$ cat src/rtl/mmio_uart_tx.sv
// mmio_uart_tx: memory-mapped 8N1 UART transmitter with a small byte FIFO.
// Register map on address[3:2]: 0 DATA (W), 1 STATUS (R, W1C overflow on
// bit 3), 2 DIVISOR (R/W), 3 reserved.
// Optional build macro UART_TX_PARITY_EN inserts an even-parity bit before
// the stop bit and advertises it in STATUS bit 8.
module mmio_uart_tx #(
  parameter int unsigned FIFO_DEPTH = 4,
  parameter logic [15:0] DIV_RESET  = 16'd434
) (
  input  logic        clk,
  input  logic        reset,
  input  logic        sel,
  input  logic        we,
  input  logic [15:0] address,
  input  logic [31:0] wd,
  output logic [31:0] rd,
  output logic        tx,
  output logic        tx_busy
);

  localparam int unsigned PW = $clog2(FIFO_DEPTH);
  localparam int unsigned CW = $clog2(FIFO_DEPTH + 1);

`ifdef UART_TX_PARITY_EN
  typedef enum logic [2:0] {S_IDLE, S_START, S_DATA, S_PARITY, S_STOP} state_t;
  localparam logic PARITY_CAP = 1'b1;
`else
  typedef enum logic [1:0] {S_IDLE, S_START, S_DATA, S_STOP} state_t;
  localparam logic PARITY_CAP = 1'b0;
`endif

  // FIFO and register state
  logic [7:0]    fifo_q [FIFO_DEPTH];
  logic [PW-1:0] wr_ptr_q, wr_ptr_d;
  logic [PW-1:0] rd_ptr_q, rd_ptr_d;
  logic [CW-1:0] count_q, count_d;
  logic          ovf_q, ovf_d;
  logic [15:0]   div_q, div_d;

  // Transmit FSM state
  state_t        state_q, state_d;
  logic [15:0]   baud_q, baud_d;
  logic [2:0]    bit_q, bit_d;
  logic [7:0]    shift_q, shift_d;
  logic          par_q, par_d;

  logic [1:0]    reg_sel;
  logic          wr_en, push, push_ok, pop, full, empty;
  logic [15:0]   div_eff, reload;
  logic [7:0]    head;
  logic [31:0]   cnt_ext;
  logic [31:0]   status;
  logic          tx_c;
  logic          unused_bits;

  assign reg_sel = address[3:2];
  assign wr_en   = sel & we;
  assign push    = wr_en && (reg_sel == 2'd0);
  assign full    = (count_q == CW'(FIFO_DEPTH));
  assign empty   = (count_q == '0);
  assign pop     = (state_q == S_IDLE) && !empty;
  // A pop on the same edge frees the slot the push needs, so a full FIFO
  // still accepts the byte.
  assign push_ok = push && (!full || pop);
  assign head    = fifo_q[rd_ptr_q];
  assign div_eff = (div_q == '0) ? 16'd1 : div_q;
  assign reload  = div_eff - 16'd1;
  assign cnt_ext = 32'(count_q);

  assign unused_bits = ^{address[15:4], address[1:0], wd[31:16]};

  // FIFO bookkeeping and register writes
  always_comb begin
    wr_ptr_d = wr_ptr_q;
    rd_ptr_d = rd_ptr_q;
    count_d  = count_q;
    ovf_d    = ovf_q;
    div_d    = div_q;
    if (push_ok) wr_ptr_d = wr_ptr_q + PW'(1);
    if (pop)     rd_ptr_d = rd_ptr_q + PW'(1);
    case ({push_ok, pop})
      2'b10:   count_d = count_q + CW'(1);
      2'b01:   count_d = count_q - CW'(1);
      default: count_d = count_q;
    endcase
    if (push && !push_ok) ovf_d = 1'b1;
    if (wr_en && (reg_sel == 2'd1) && wd[3]) ovf_d = 1'b0;
    if (wr_en && (reg_sel == 2'd2)) div_d = wd[15:0];
  end

  // FIFO storage; contents are don't-care while the pointers say empty
  always_ff @(posedge clk) begin
    if (push_ok) fifo_q[wr_ptr_q] <= wd[7:0];
  end

  // Register state with synchronous reset
  always_ff @(posedge clk) begin
    if (reset) begin
      wr_ptr_q <= '0;
      rd_ptr_q <= '0;
      count_q  <= '0;
      ovf_q    <= 1'b0;
      div_q    <= DIV_RESET;
      state_q  <= S_IDLE;
      baud_q   <= '0;
      bit_q    <= '0;
      shift_q  <= '0;
      par_q    <= 1'b0;
    end else begin
      wr_ptr_q <= wr_ptr_d;
      rd_ptr_q <= rd_ptr_d;
      count_q  <= count_d;
      ovf_q    <= ovf_d;
      div_q    <= div_d;
      state_q  <= state_d;
      baud_q   <= baud_d;
      bit_q    <= bit_d;
      shift_q  <= shift_d;
      par_q    <= par_d;
    end
  end

  // Transmit FSM: next state, baud countdown and line level
  always_comb begin
    state_d = state_q;
    baud_d  = baud_q;
    bit_d   = bit_q;
    shift_d = shift_q;
    par_d   = par_q;
    tx_c    = 1'b1;
    case (state_q)
      S_IDLE: begin
        if (pop) begin
          shift_d = head;
          par_d   = ^head;
          baud_d  = reload;
          bit_d   = '0;
          state_d = S_START;
        end
      end
      S_START: begin
        tx_c = 1'b0;
        if (baud_q == '0) begin
          baud_d  = reload;
          state_d = S_DATA;
        end else begin
          baud_d = baud_q - 16'd1;
        end
      end
      S_DATA: begin
        tx_c = shift_q[0];
        if (baud_q == '0) begin
          baud_d = reload;
          if (bit_q == 3'd7) begin
`ifdef UART_TX_PARITY_EN
            state_d = S_PARITY;
`else
            state_d = S_STOP;
`endif
          end else begin
            shift_d = {1'b0, shift_q[7:1]};
            bit_d   = bit_q + 3'd1;
          end
        end else begin
          baud_d = baud_q - 16'd1;
        end
      end
`ifdef UART_TX_PARITY_EN
      S_PARITY: begin
        tx_c = par_q;
        if (baud_q == '0) begin
          baud_d  = reload;
          state_d = S_STOP;
        end else begin
          baud_d = baud_q - 16'd1;
        end
      end
`endif
      S_STOP: begin
        tx_c = 1'b1;
        if (baud_q == '0) begin
          state_d = S_IDLE;
        end else begin
          baud_d = baud_q - 16'd1;
        end
      end
      default: state_d = S_IDLE;
    endcase
  end

  assign tx      = tx_c;
  assign tx_busy = (state_q != S_IDLE) || !empty;

  assign status = {23'b0, PARITY_CAP, cnt_ext[3:0], ovf_q, empty, full, tx_busy};

  // Combinational read mux, zero outside the selected region
  always_comb begin
    rd = '0;
    if (sel) begin
      case (reg_sel)
        2'd1:    rd = status;
        2'd2:    rd = {16'b0, div_q};
        default: rd = '0;
      endcase
    end
  end

endmodule

$ cat config.mk
export PLATFORM = sky130hd
export DESIGN_NAME = mmio_uart_tx
export DESIGN_NICKNAME = d
export VERILOG_FILES = /design/src/rtl/mmio_uart_tx.sv
export SDC_FILE = /design/constraint.sdc
export NUM_CORES = 1
export LEC_CHECK = 0
export BUFFER_PORTS_ARGS = -buffer_cell sky130_fd_sc_hd__buf_2
export CAP_MARGIN = 15
export CORE_MARGIN = 5
export CORE_UTILIZATION = 58
export CTS_BUF_LIST = sky130_fd_sc_hd__clkbuf_8 sky130_fd_sc_hd__clkbuf_16
export CTS_CLUSTER_SIZE = 12
export DETAILED_ROUTE_END_ITERATION = 16
export PLACE_DENSITY = 0.86
export SYNTH_ARGS = -nofsm -noshare
export SYNTH_HDL_FRONTEND = slang
export SYNTH_SLANG_ARGS = --single-unit
$ cat constraint.sdc
create_clock -name clk -period 5.3 [get_ports clk]
set_input_delay 1.06 -clock clk [delete_from_list [all_inputs] [get_ports clk]]
set_output_delay 1.06 -clock clk [all_outputs]
set_load 0.02 [all_outputs]
==> flow_summary.json <==
{
  "run_status": "completed",
  "ys_types": 69,
  "drt-pass1-iter-count": 5,
  "crit_cells": 9,
  "yosysSeqAreaShare_pct": 42.93,
  "ys.flop_type": "dfxtp_1",
  "rr_worst_depth": 9,
  "cts_tree": "built",
  "fin_skew_ns": 0.01075,
  "power_density_mw_per_mm2": 515.3,
  "clkSinkCount": 87,
  "synth_area_leaders": "dfxtp_1, edfxtp_1, ha_1, mux4_2, a21oi_1",
  "path_cells": "inv_1 > ha_1 > inv_1 > nor4_2 > buf_4 > inv_1 > a22oi_1 > nor2_1 > buf_2",
  "postCtsSetupBuffers": 0,
  "ys_warn_count": 0,
  "place_congestion": 0.8811,
  "crit_family": "buffers and inverters",
  "ys_ff_latch": 87,
  "fillers": 624,
  "via_per_inst": 6.347,
  "antenna_cells": 0,
  "synth.cell_area_sq_mm": 0.004803,
  "cp.required_ns": 4.24,
  "clock_path_buffers": 2,
  "drtIter0Drc": 527,
  "relSlewSlack_pct": 36.47,
  "worstHoldStart": "shift_q[7]$_SDFFE_PP0P_",
  "finalWirelength_um": 11100,
  "cp.arrival_ns": 2.55,
  "syn_to_final_growth_pct": 6.877,
  "htree_levels": 3,
  "syn_avg_cell_area_sq_um": 9.783,
  "setup_tns_ns": 0,
  "wl_per_cell_um": 17.94,
  "grt_first_pass_wirelength_um": 18180,
  "period_share_pct": 68.08,
  "antenna_found_initial": 0,
  "die_x_um": 101.0,
  "maxSlewViolCount": 0,
  "grtUsageTotal_pct": 22.28,
  "start_util_pct": 59.05,
  "critPathSlowestCell": "ha_1",
  "reg2reg_to": "count_q[2]$_SDFFE_PP0P_",
  "hold_viol_final": 0,
  "post-route-cell-area_sq_mm": 0.005134,
  "fp.dieH_um": 101.0,
  "max_freq_ghz": 0.2772,
  "crit_top_cell": "inv_1",
  "grt_overflow": 0,
  "period_needed_ns": 3.608,
  "place.port_buffers": 39,
  "reg2reg_from": "state_q[0]$_SDFFE_PP0P_",
  "synthCells": 491,
  "drive_gt1_share_pct": 17.32,
  "vias": 3929,
  "postPlaceCellArea_sq_mm": 0.004918,
  "row_count": 33,
  "synth_top_cell_by_area": "dfxtp_1",
  "grt_max_degree": 47,
  "rsz0062_at_grt": "false",
  "antenna_left": 0,
  "postLayoutCoreUtil_pct": 63.11,
  "max_stage_delay_ns": 0.53,
  "async_reset_ff_share_pct": 0,
  "cap_violations": 0,
  "drcViolationCount": 0,
  "hold_path_depth": 2,
  "holdPathEnd": "shift_q[7]$_SDFFE_PP0P_",
  "peakVddDrop_uv": 230.3,
  "cts_hold_buf": 0,
  "core_sq_mm": 0.008134,
  "finalSetupViolCount": 0,
  "synth_edf_count": 32,
  "cts_resized": 0,
  "cts_root_buf": "clkbuf_8",
  "r2r_setup_slack_ns": 2.18,
  "timing_worst_setup_path_type": "flip-flop to primary output",
  "leakage_nw": 1.932,
  "synth_top_cell_area_share_pct": 22.92,
  "worst_pin_slew_ns": 0.9530,
  "worstPathBufferInverterCount": 5,
  "grt_pass1_vias": 3671,
  "ios": 86,
  "cts_buffers": 9,
  "clock_latency_ns": 0.37,
  "hpwl_um": 7644,
  "die_area_sq_mm": 0.01020,
  "start_kind": "flip-flop",
  "cp-end-kind": "primary output",
  "hp-class": "flip-flop to flip-flop",
  "nNetsFinal": 577,
  "path_max_fanout": 12,
  "clkSlewWorstSetupHoldPaths_ns": 0.09
}
cell usage in the layout (no fill, tap or decap), types with 10 or more instances in the layout:
| cell type | n |
|---|---|
| nand4_1 | 10 |
| inv_1 | 21 |
| edfxtp_1 | 32 |
| conb_1 | 16 |
| a21oi_1 | 34 |
| nor2_1 | 32 |
| nand2_1 | 39 |
| o21ai_0 | 11 |
| dfxtp_1 | 55 |
| ha_1 | 15 |
| nand3_1 | 13 |
| nor3_1 | 12 |
| and3_1 | 10 |
| buf_2 | 39 |
metal layers:
layer | global-route usage [%] | wire length [um]
met5 | 0 | 0
met4 | 7.771 | 220
met3 | 3.183 | 723
met2 | 36.66 | 5423
met1 | 30.07 | 4737
Yosys cell counts (9+ instances only):
master    count
dfxtp_1      55
nand2_1      39
a21oi_1      34
edfxtp_1     32
nor2_1       32
clkbuf_1     26
inv_1        21
buf_4        17
ha_1         15
nand3_1      13
nor3_1       12
o21ai_0      11
and3_1       10
nand4_1      10
mux2i_1       9
o211ai_1      9
xnor2_1       9
per-stage QoR:
stage	setup slack [ns]	std cells	total power, mW	hold WS (ns)
global placement	2.053	602	2.095	0.4613
finish	1.692	619	2.646	0.4851
detailed placement	2.021	602	2.144	0.4692
floorplan	2.168	506	1.931	0.4412
global route	1.498	619	2.809	0.5065
CTS	1.733	618	2.618	0.4846
report_power, final:
group          internal (mW)  switching [mW]  total (mW)
clock network          0.190           0.287       0.477
registers              0.783           0.103       0.886
logic                  0.482           0.801        1.28
how the worst max path moves through the flow:
stage / start / end / slack, ns
6_report: state_q[0]$_SDFFE_PP0P_ / rd[0] / 1.69
5_1_grt: state_q[1]$_SDFFE_PP0P_ / rd[0] / 1.50
4_1_cts: state_q[0]$_SDFFE_PP0P_ / rd[0] / 1.73
3_5_place_dp: address[2] / rd[0] / 2.02
3_3_place_gp: address[2] / rd[0] / 2.05
2_1_floorplan: address[2] / rd[1] / 2.17
sequential cells by signal (all words and copies together), names as in the netlist, named ones only:
signal / flops
bit_q: 3
state_q: 2
ovf_q: 1
shift_q: 8
rd_ptr_q: 2
count_q: 3
wr_ptr_q: 2
fifo_q: 32
baud_q: 16
div_q: 16
cell type report:
cell class                 count  area, sq um  share of cell area, %
clock buffer                   9        123.9                  2.413
inverter                      22        82.58                  1.609
timing repair buffer          42        217.7                  4.241
sequential                    87         2062                  40.17
tap                          105        131.4                  2.559
multi-input combinational    347         2432                  47.38
clock inverter                 7        83.83                  1.633
kinds of logic (layout without fill, tap and decap cells):
family	after synthesis	in the layout	synth area share [%]
and+or+nand+nor	158	158	17.71
AOI/OAI and AO/OA	125	125	18.94
DFF	87	87	42.93
buffers and inverters	72	80	7.606
muxes	18	18	5.861
adders and majority gates	16	16	4.324
xor gates and xnor gates	14	14	2.553
other	1	16	0.07807
worst min-delay path: stages (launching register included):
cell	delay [ns]
dfxtp_1	0.32
o21ai_0	0.06
a21oi_1	0.06
No activity file was read; power rests on OpenSTA's default activity.
